[src/rtl/bus_pkg.sv]
// Shared bus definitions: master port state encoding, transfer modes and default widths
// used by the master port, slave port and arbiter bench.
package bus_pkg;

    localparam int ADDR_WIDTH_DEF  = 16;
    localparam int DATA_WIDTH_DEF  = 8;
    localparam int ACK_TIMEOUT_DEF = 8;

    localparam logic MODE_READ  = 1'b0;
    localparam logic MODE_WRITE = 1'b1;

    typedef enum logic [3:0] {
        ST_IDLE  = 4'd0,
        ST_REQ   = 4'd1,
        ST_ADDR  = 4'd2,
        ST_ACKW  = 4'd3,
        ST_WDATA = 4'd4,
        ST_RDATA = 4'd5,
        ST_SPLIT = 4'd6,
        ST_DONE  = 4'd7,
        ST_ABORT = 4'd8
    } mp_state_e;

    function automatic int max_int(input int a, input int b);
        return (a > b) ? a : b;
    endfunction

endpackage

[src/rtl/serial_shifter.sv]
// Combined PISO/SIPO register: loads in parallel, shifts right with the serial input
// entering at the MSB, and counts shifted bits. sout_o is always the current LSB.
module serial_shifter #(
    parameter int WIDTH = 16,
    parameter int PW    = 8,
    parameter int CNT_W = 5
) (
    input  logic             clk,
    input  logic             rstn,
    input  logic             clr_i,
    input  logic             load_i,
    input  logic [WIDTH-1:0] load_val_i,
    input  logic             shift_i,
    input  logic             sin_i,
    output logic             sout_o,
    output logic [PW-1:0]    par_o,
    output logic [CNT_W-1:0] count_o
);

    logic [WIDTH-1:0] data_q, data_d;
    logic [CNT_W-1:0] cnt_q, cnt_d;

    // Shift register and bit counter state
    always_ff @(posedge clk or negedge rstn) begin
        if (!rstn) begin
            data_q <= {WIDTH{1'b0}};
            cnt_q  <= {CNT_W{1'b0}};
        end else begin
            data_q <= data_d;
            cnt_q  <= cnt_d;
        end
    end

    // Clear has priority over load, load over shift
    always_comb begin
        data_d = data_q;
        cnt_d  = cnt_q;
        if (clr_i) begin
            data_d = {WIDTH{1'b0}};
            cnt_d  = {CNT_W{1'b0}};
        end else if (load_i) begin
            data_d = load_val_i;
            cnt_d  = {CNT_W{1'b0}};
        end else if (shift_i) begin
            data_d = {sin_i, data_q[WIDTH-1:1]};
            cnt_d  = cnt_q + {{(CNT_W-1){1'b0}}, 1'b1};
        end else begin
            data_d = data_q;
            cnt_d  = cnt_q;
        end
    end

    assign sout_o  = data_q[0];
    assign par_o   = data_q[WIDTH-1 -: PW];
    assign count_o = cnt_q;

endmodule

[src/rtl/master_port.sv]
// Per-master bus port: takes one parallel request, arbitrates via breq/bgrant, then
// serialises address/write data and deserialises read data, surviving arbiter splits.
module master_port
    import bus_pkg::*;
#(
    parameter int ADDR_WIDTH  = ADDR_WIDTH_DEF,
    parameter int DATA_WIDTH  = DATA_WIDTH_DEF,
    parameter int ACK_TIMEOUT = ACK_TIMEOUT_DEF
) (
    input  logic                  clk,
    input  logic                  rstn,
    input  logic                  dvalid,
    input  logic                  dmode,
    input  logic [ADDR_WIDTH-1:0] daddr,
    input  logic [DATA_WIDTH-1:0] dwdata,
    output logic                  dready,
    output logic [DATA_WIDTH-1:0] drdata,
    output logic                  ddone,
    output logic                  derror,
    output logic                  breq,
    input  logic                  bgrant,
    input  logic                  msplit,
    output logic                  mwdata,
    output logic                  mvalid,
    output logic                  mmode,
    input  logic                  ack,
    input  logic                  mrdata,
    input  logic                  svalid
);

    localparam int SH_W  = max_int(ADDR_WIDTH, DATA_WIDTH);
    localparam int CNT_W = $clog2(SH_W + 1);
    localparam int TO_W  = $clog2(ACK_TIMEOUT + 1);

    mp_state_e             state_q, state_d;
    logic                  mode_q, mode_d;
    logic [DATA_WIDTH-1:0] wdata_q, wdata_d;
    logic [DATA_WIDTH-1:0] drdata_q, drdata_d;
    logic [TO_W-1:0]       to_q, to_d;

    logic                  sh_clr, sh_load, sh_shift, sh_sout;
    logic [SH_W-1:0]       sh_load_val;
    logic [DATA_WIDTH-1:0] sh_par;
    logic [CNT_W-1:0]      sh_cnt;
    logic                  grant_lost;
    logic                  addr_last, data_last;
    logic [DATA_WIDTH-1:0] rd_next;

    serial_shifter #(
        .WIDTH (SH_W),
        .PW    (DATA_WIDTH),
        .CNT_W (CNT_W)
    ) u_shifter (
        .clk        (clk),
        .rstn       (rstn),
        .clr_i      (sh_clr),
        .load_i     (sh_load),
        .load_val_i (sh_load_val),
        .shift_i    (sh_shift),
        .sin_i      (mrdata),
        .sout_o     (sh_sout),
        .par_o      (sh_par),
        .count_o    (sh_cnt)
    );

    // During a split the arbiter legitimately withdraws the grant, so only a bare drop aborts
    assign grant_lost = !bgrant && !msplit;
    assign addr_last  = (sh_cnt == CNT_W'(ADDR_WIDTH - 1));
    assign data_last  = (sh_cnt == CNT_W'(DATA_WIDTH - 1));
    assign rd_next    = {mrdata, sh_par[DATA_WIDTH-1:1]};

    // State and latched request registers
    always_ff @(posedge clk or negedge rstn) begin
        if (!rstn) begin
            state_q  <= ST_IDLE;
            mode_q   <= MODE_READ;
            wdata_q  <= {DATA_WIDTH{1'b0}};
            drdata_q <= {DATA_WIDTH{1'b0}};
            to_q     <= {TO_W{1'b0}};
        end else begin
            state_q  <= state_d;
            mode_q   <= mode_d;
            wdata_q  <= wdata_d;
            drdata_q <= drdata_d;
            to_q     <= to_d;
        end
    end

    // Next-state and shifter control
    always_comb begin
        state_d     = state_q;
        mode_d      = mode_q;
        wdata_d     = wdata_q;
        drdata_d    = drdata_q;
        to_d        = to_q;
        sh_clr      = 1'b0;
        sh_load     = 1'b0;
        sh_load_val = {SH_W{1'b0}};
        sh_shift    = 1'b0;
        case (state_q)
            ST_IDLE: begin
                if (dvalid) begin
                    mode_d      = dmode;
                    wdata_d     = dwdata;
                    sh_load     = 1'b1;
                    sh_load_val = SH_W'(daddr);
                    state_d     = ST_REQ;
                end else begin
                    state_d = ST_IDLE;
                end
            end
            ST_REQ: begin
                if (bgrant) begin
                    state_d = ST_ADDR;
                end else begin
                    state_d = ST_REQ;
                end
            end
            ST_ADDR: begin
                if (grant_lost) begin
                    state_d = ST_ABORT;
                end else begin
                    sh_shift = 1'b1;
                    if (addr_last) begin
                        to_d    = {TO_W{1'b0}};
                        state_d = ST_ACKW;
                    end else begin
                        state_d = ST_ADDR;
                    end
                end
            end
            ST_ACKW: begin
                // ack is examined before the timeout so a late ack still wins
                if (grant_lost) begin
                    state_d = ST_ABORT;
                end else if (ack) begin
                    if (mode_q == MODE_WRITE) begin
                        sh_load     = 1'b1;
                        sh_load_val = SH_W'(wdata_q);
                        state_d     = ST_WDATA;
                    end else begin
                        sh_clr  = 1'b1;
                        state_d = ST_RDATA;
                    end
                end else if (to_q == TO_W'(ACK_TIMEOUT)) begin
                    state_d = ST_ABORT;
                end else begin
                    to_d = to_q + {{(TO_W-1){1'b0}}, 1'b1};
                end
            end
            ST_WDATA: begin
                if (grant_lost) begin
                    state_d = ST_ABORT;
                end else begin
                    sh_shift = 1'b1;
                    if (data_last) begin
                        state_d = ST_DONE;
                    end else begin
                        state_d = ST_WDATA;
                    end
                end
            end
            ST_RDATA: begin
                if (grant_lost) begin
                    state_d = ST_ABORT;
                end else if (svalid) begin
                    sh_shift = 1'b1;
                    if (data_last) begin
                        drdata_d = rd_next;
                        state_d  = ST_DONE;
                    end else if (msplit) begin
                        state_d = ST_SPLIT;
                    end else begin
                        state_d = ST_RDATA;
                    end
                end else if (msplit) begin
                    state_d = ST_SPLIT;
                end else begin
                    state_d = ST_RDATA;
                end
            end
            ST_SPLIT: begin
                if (!msplit && bgrant) begin
                    state_d = ST_RDATA;
                end else begin
                    state_d = ST_SPLIT;
                end
            end
            ST_DONE:  state_d = ST_IDLE;
            ST_ABORT: state_d = ST_IDLE;
            default:  state_d = ST_IDLE;
        endcase
    end

    assign dready = (state_q == ST_IDLE);
    assign breq   = (state_q != ST_IDLE) && (state_q != ST_DONE) && (state_q != ST_ABORT);
    assign mvalid = (state_q == ST_ADDR) || (state_q == ST_WDATA);
    assign mwdata = mvalid && sh_sout;
    assign mmode  = breq && mode_q;
    assign ddone  = (state_q == ST_DONE);
    assign derror = (state_q == ST_ABORT);
    assign drdata = drdata_q;

endmodule

[config.mk]
export PLATFORM = sky130hd
export DESIGN_NAME = master_port
export DESIGN_NICKNAME = d
export VERILOG_FILES = /design/src/rtl/bus_pkg.sv /design/src/rtl/serial_shifter.sv /design/src/rtl/master_port.sv
export SDC_FILE = /design/constraint.sdc
export NUM_CORES = 1
export LEC_CHECK = 0
export ABC_AREA = 1
export CORE_MARGIN = 4
export CORE_UTILIZATION = 54
export CTS_BUF_LIST = sky130_fd_sc_hd__clkbuf_8 sky130_fd_sc_hd__clkbuf_16
export CTS_CLUSTER_DIAMETER = 150
export DETAILED_ROUTE_END_ITERATION = 12
export PLACE_DENSITY = 0.88
export REMOVE_ABC_BUFFERS = 1
export SKIP_LAST_GASP = 1
export SYNTH_ARGS = -nofsm -noshare
export SYNTH_HDL_FRONTEND = slang
export SYNTH_SLANG_ARGS = --single-unit
[constraint.sdc]
create_clock -name clk -period 1.8 [get_ports clk]
set_input_delay 0.54 -clock clk [delete_from_list [all_inputs] [get_ports clk]]
set_output_delay 0.54 -clock clk [all_outputs]
set_load 0.01 [all_outputs]
==> results.sh, run 1 <==
export IMPL_status="finished with violations"
export IMPL_violations="negative setup slack"
export IMPL_post_route_period_util=1.045
export IMPL_clkLatencyLatePin_ns=0.31
export IMPL_route_detailed_wl_per_inst_um=14.37
export IMPL_p_seq_frac=0.309
export IMPL_dieWidth_um=81.30
export IMPL_vias=3037
export IMPL_drtAntennaViolNets=0
export IMPL_grt_overflow=0
export IMPL_initial_core_util=0.5610
export IMPL_fin_worst_skew_ns=0.01240
export IMPL_die_area_mm2=0.006610
export IMPL_dp_hpwl_mm=5.576
export IMPL_path_cells="nand2_2 -> nor3_4 -> nor3_2 -> buf_2"
export IMPL_avgSynthCellArea_um2=7.254
export IMPL_r2r_start="state_q[0]"
export IMPL_slowest_delay_ns=0.43
export IMPL_antenna_found_initial=0
export IMPL_viasPerCell=5.522
export IMPL_synth_warnings=0
export IMPL_worstMarginPinSlew_ns=0.5036
export IMPL_p_sw_frac=0.4557
export IMPL_p_leak_nw=2.020
export IMPL_clockRootBuffer="clkbuf_8"
export IMPL_antenna_cells=0
export IMPL_post_place_ws_ns=-0.3155
export IMPL_setup_worst_path_start_class="flip-flop"
export IMPL_synth_area_leaders="dfrtp_1 40%, nand2_1 18%, nand3_1 9.3%"
export IMPL_layout_commonest_cell="nand2_1"
export IMPL_slew_headroom=0.6643
export IMPL_cts_sinks=46
export IMPL_powerDensity_mw_per_mm2=1382
export IMPL_power_frac_clock=0.122
export IMPL_holdWs_ns=0.1784
export IMPL_yosysTopAreaCell="dfrtp_1"
export IMPL_arrival_ns=1.34
export IMPL_cts_max_path_buffers=2
export IMPL_drtIter0Drc=366
export IMPL_wl_mm=7.906
export IMPL_synth_edf_count=0
export IMPL_netlist_instances=400
export IMPL_cts_buffers=5
export IMPL_layout_setup_ws_ns=-0.08028
export IMPL_combPwrFrac=0.569
export IMPL_setup_viol=5
export IMPL_synth_top_area_share=0.3967
export IMPL_final_area_mm2=0.003866
export IMPL_grtUsageTotal=0.2423
export IMPL_synth_seq_cells=46
export IMPL_hold_buffers=0
export IMPL_crit_slowest_cell="dfrtp_2"
export IMPL_fmax_mhz=531.8
export IMPL_first_pass_iters=5
export IMPL_io_buffers=47
export IMPL_place_congestion=0.9202
export IMPL_die_h_um=81.30
export IMPL_switchingPower_mw=2.434
export IMPL_fin_nets=516
export IMPL_hold_viol_final=0
export IMPL_hp_class="primary input to async pin"
export IMPL_critPathCaptureType="output pin"
export IMPL_worstPathRequired_ns=1.26
export IMPL_synth_seq_area_share=0.3967
export IMPL_ff2ff_setup_slack_ns=0.06
export IMPL_fp_row_count=26
export IMPL_netlist_area_mm2=0.002902
export IMPL_ys_types=29
export IMPL_cts_htree_levels=2
export IMPL_crit_family="simple AND/OR/NAND/NOR gates"
export IMPL_io_pins=48
export IMPL_rsz0062_at_grt="yes"
export IMPL_worst_path_buf_inv=1
export IMPL_grt_pass1_wl_mm=12.43
export IMPL_maxSlewViolCount=0
export IMPL_final_cell_mix="134 x nand2_1, 53 x nand3_1, 43 x dfrtp_1, 38 x buf_4, 36 x clkdlybuf4s50_1"
export IMPL_path_class="flip-flop to output pin"
export IMPL_final_util=0.7475
export IMPL_clkTransAtPathRegs_ns=0.09
export IMPL_postSynth_topFlopCell="dfrtp_1"
export IMPL_grt_max_degree=28
export IMPL_r2r_cells=7
export IMPL_fp_coreArea_mm2=0.005172
export IMPL_vdd_drop_max_uv=706.3
export IMPL_intPower_mw=2.907
export IMPL_syn2layout_area_growth_pct=33.25
export IMPL_drv_cap=0
export IMPL_cp_max_fo=3
export IMPL_drive_gt1_frac=0.2188
export IMPL_layout_min_cycle_time_ns=1.880
export IMPL_ys_async_sr_fraction=1.000
export IMPL_place_area_mm2=0.003689
export IMPL_r2r_end="u_shifter.data_q[5]"
export IMPL_drc_errors=0
export IMPL_tritoncts="yes"
export IMPL_grt_pass1_vias=2883
-- final cells by class --
type / count / area (um^2)
Tap cell: 70 / 87.58
Clock buffer: 5 / 68.82
Inverter: 38 / 142.6
Fill cell: 375 / 1306
Clock inverter: 3 / 21.27
Timing Repair Buffer: 94 / 847.1
Multi-Input combinational cell: 294 / 1544
Sequential cell: 46 / 1155
-- metrics by stage --
stage	setup TNS (ns)	std cells	total power [mW]
floorplan	-4.867	378	3.203
global placement	-7.039	537	4.387
detailed placement	-8.848	537	4.519
CTS	-0.2168	548	5.218
global route	-0.6354	550	5.698
finish	-0.2535	550	5.342
-- registers in the layout, indices dropped and copies added (netlist names) --
name               cells
drdata                 8
mode_q                 1
state_q                4
to_q                   4
u_shifter.count_o      5
u_shifter.data_q      16
wdata_q                8
-- metal layers --
layer | global-route usage | part of all wire
met1 | 0.3049 | 0.41
met2 | 0.4072 | 0.50
met3 | 0.03659 | 0.066
met4 | 0.1132 | 0.022
met5 | 0 | 0
-- cell usage after synthesis, types with 3 or more instances --
cell	number
buf_2	12
nor2_4	3
dfrtp_1	46
nor2_2	3
buf_6	3
nand3_1	54
o21ai_1	6
nand2_1	137
inv_1	33
buf_4	3
nand2_2	4
nand4_1	26
o21ai_2	8
nor3_1	6
nand3b_1	8
nor2_1	22
ha_1	4
inv_2	5
-- worst register-to-register path: cells and delay by family (launching register included) --
| family | cells | cell delay, ns |
|---|---|---|
| AND/OR/NAND/NOR | 4 | 0.68 |
| buffers and inverters | 3 | 0.52 |
| flip-flops | 1 | 0.43 |
-- kinds of logic (layout without fill, tap and decap cells) --
| logic type | count (synthesis) | after routing | share of synthesized area |
|---|---|---|---|
| buffers and inverters | 60 | 140 | 0.09444 |
| xor gates and xnor gates | 3 | 3 | 0.009057 |
| DFF | 46 | 46 | 0.3967 |
| AOI/OAI and AO/OA | 19 | 19 | 0.04658 |
| adders and majority gates | 4 | 4 | 0.01725 |
| and+or+nand+nor | 268 | 268 | 0.4360 |
-- power by group through the flow --
stage          registers, mW  logic, mW  clock network, mW
2_1_floorplan           1.59       1.61                  0
6_report                1.65       3.04              0.653
3_5_place_dp            1.64       2.88                  0
4_1_cts                 1.64       2.93              0.655
5_1_grt                 1.68       3.31              0.700
3_3_place_gp            1.62       2.76                  0
-- how the worst max path moves through the flow --
| stage | from | to | slack (ns) | cells after the start |
|---|---|---|---|---|
| 2_1_floorplan | msplit | u_shifter.data_q[0] | -0.24 | 6 |
| 3_3_place_gp | bgrant | u_shifter.count_o[0] | -0.24 | 8 |
| 6_report | state_q[0] | mmode | -0.08 | 4 |
| 4_1_cts | state_q[0] | mmode | -0.05 | 5 |
| 3_5_place_dp | bgrant | u_shifter.count_o[1] | -0.32 | 8 |
| 5_1_grt | state_q[1] | mmode | -0.12 | 4 |
-- timing repair --
action                     CTS  global route
resized for setup           42            13
buffers inserted             3             1
setup endpoints to repair    7            30
gates cloned                 0             2
pin swaps                    7             8
Note: power is estimated with default switching activity, not from simulation.
==> inputs of run 2 (changes only) <==
- CORE_UTILIZATION: 54 -> 48
- PLACE_DENSITY: 0.88 -> 0.76
- clock period: 1.8 -> 1.6 ns (I/O delays scaled with it)
==> results.sh, run 2 (same netlist as run 1, synthesis figures left out) <==
export IMPL_status="finished with violations"
export IMPL_violations="negative setup slack"
export IMPL_r2r_cells=11
export IMPL_cts_htree_levels=2
export IMPL_grt_overflow=0
export IMPL_dp_hpwl_mm=5.396
export IMPL_path_class="flip-flop to output pin"
export IMPL_antenna_found_initial=0
export IMPL_layout_commonest_cell="nand2_1"
export IMPL_use_met2=0.4357
export IMPL_cts_max_path_buffers=2
export IMPL_clkTransAtPathRegs_ns=0.10
export IMPL_viasPerCell=6.040
export IMPL_largest_register="u_shifter.data_q"
export IMPL_met1_usage=0.3174
export IMPL_power_frac_clock=0.107
export IMPL_hp_class="primary input to async pin"
export IMPL_drtAntennaViolNets=0
export IMPL_powerDensity_mw_per_mm2=1810
export IMPL_busiest_layer="met2"
export IMPL_worstPathRequired_ns=1.12
export IMPL_layout_setup_ws_ns=-0.2522
export IMPL_drtIter0Drc=308
export IMPL_fp_row_count=28
export IMPL_p_leak_nw=2.360
export IMPL_syn2layout_area_growth_pct=60.20
export IMPL_ff2ff_setup_slack_ns=-0.15
export IMPL_p_seq_frac=0.225
export IMPL_vdd_drop_max_uv=894.9
export IMPL_die_area_mm2=0.007353
export IMPL_rsz0062_at_grt="yes"
export IMPL_die_h_um=85.75
export IMPL_drc_errors=0
export IMPL_antenna_cells=0
export IMPL_fin_nets=540
export IMPL_drive_gt1_frac=0.3790
export IMPL_grt_pass1_vias=3201
export IMPL_cts_sinks=46
export IMPL_endpoint="mmode"
export IMPL_final_util=0.7898
export IMPL_drv_cap=0
export IMPL_cp_max_fo=3
export IMPL_r2r_start="state_q[1]"
export IMPL_first_pass_iters=5
export IMPL_dieWidth_um=85.75
export IMPL_route_detailed_wl_per_inst_um=19.06
export IMPL_maxSlewViolCount=0
export IMPL_largest_reg_flops=16
export IMPL_p_sw_frac=0.4416
export IMPL_combPwrFrac=0.667
export IMPL_clkLatencyLatePin_ns=0.31
export IMPL_place_congestion=0.8920
export IMPL_grt_pass1_wl_mm=14.99
export IMPL_switchingPower_mw=3.715
export IMPL_cts_buffers=5
export IMPL_layout_min_cycle_time_ns=1.852
export IMPL_fp_coreArea_mm2=0.005886
export IMPL_io_pins=48
export IMPL_setup_worst_path_start_class="flip-flop"
export IMPL_tritoncts="yes"
export IMPL_slew_headroom=0.6934
export IMPL_fin_worst_skew_ns=0.01092
export IMPL_io_buffers=47
export IMPL_grtUsageTotal=0.2549
export IMPL_holdWs_ns=0.1359
export IMPL_vias=3497
export IMPL_final_cell_mix="105 x nand2_1, 43 x dfrtp_1, 35 x buf_4, 32 x inv_1"
export IMPL_use_met3=0.04803
export IMPL_wl_mm=11.03
export IMPL_critPathCaptureType="output pin"
export IMPL_critPathLaunch="state_q[1]"
export IMPL_fmax_mhz=539.9
export IMPL_arrival_ns=1.37
export IMPL_r2r_end="u_shifter.count_o[2]"
export IMPL_clockRootBuffer="clkbuf_8"
export IMPL_worstMarginPinSlew_ns=0.4582
export IMPL_hold_viol_final=0
export IMPL_setup_viol=48
export IMPL_grt_max_degree=47
export IMPL_post_route_period_util=1.158
export IMPL_initial_core_util=0.4930
export IMPL_intPower_mw=4.698
-- run 2: changes by cell type in the layout (fill, tap and decap cells not counted), sizes merged, moves of 2 or more --
cell | previous run | this run
clkbuf | 5 | 9
clkinv | 2 | 0
clkdlybuf4s50 | 36 | 27
dlygate4sd2 | 0 | 11
dlymetal6s2s | 3 | 1
buf | 55 | 75
-- run 2: through the flow --
| step | instances | TNS (ns) | cell area [um^2] | total power, mW | setup WS, ns |
|---|---|---|---|---|---|
| 6_report | 579 | -4.633 | 4648 | 8.413 | -0.2522 |
| 5_1_grt | 579 | -7.904 | 4648 | 8.817 | -0.2980 |
| 4_1_cts | 570 | -1.665 | 4218 | 7.254 | -0.1870 |
| 3_5_place_dp | 542 | -16.34 | 3720 | 5.098 | -0.4573 |
| 3_3_place_gp | 542 | -14.54 | 3720 | 4.996 | -0.4307 |
| 2_1_floorplan | 378 | -8.022 | 2770 | 3.603 | -0.3781 |
-- run 2: layout make-up --
class / count / area (um^2)
Clock buffer: 5 / 68.82
Tap cell: 75 / 93.84
Fill cell: 342 / 1237
Sequential cell: 46 / 1155
Inverter: 38 / 150.1
Clock inverter: 3 / 41.29
Timing Repair Buffer: 118 / 1261
Multi-Input combinational cell: 294 / 1878
-- run 2: layer usage --
| layer | vias to the layer above | share of wire |
|---|---|---|
| li1 | 1512 | - |
| met1 | 1669 | 0.38 |
| met2 | 254 | 0.49 |
| met3 | 62 | 0.079 |
| met4 | 0 | 0.051 |
| met5 | - | 0 |
-- run 2: power by group through the flow --
stage          Clock, mW  Combinational (mW)  Sequential, mW
6_report           0.904                5.61            1.89
5_1_grt            0.959                5.93            1.93
4_1_cts            0.896                4.54            1.82
3_5_place_dp           0                3.27            1.83
3_3_place_gp           0                3.18            1.82
2_1_floorplan          0                1.81            1.79
-- run 2: what timing repair did --
item / in CTS / in global routing
resized for setup: 96 / 87
setup endpoints to repair: 42 / 50
buffers inserted: 16 / 10
hold buffers: 0 / 0
gates cloned: 5 / 3
pin swaps: 30 / 55
-- run 2: critical path, cell delays in order, from the launching register on --
cell	delay, ns
dfrtp_2	0.44
nand2_2	0.10
nor3_4	0.27
nor3_1	0.10
buf_2	0.15
-- run 2: worst min path at each step --
stage,start,to,slack [ns]
floorplan,rstn,drdata[0],0.18
global placement,drdata[7],drdata[7],0.46
detailed placement,wdata_q[6],wdata_q[6],0.47
CTS,rstn,u_shifter.count_o[0],0.15
global route,rstn,u_shifter.count_o[0],0.15
finish,rstn,u_shifter.count_o[0],0.14
==> inputs of run 3 (changes only) <==
- CTS_CLUSTER_SIZE: unset -> 24
==> results of run 3 <==
Final layout, timing and power as in run 2 (identical DEF).
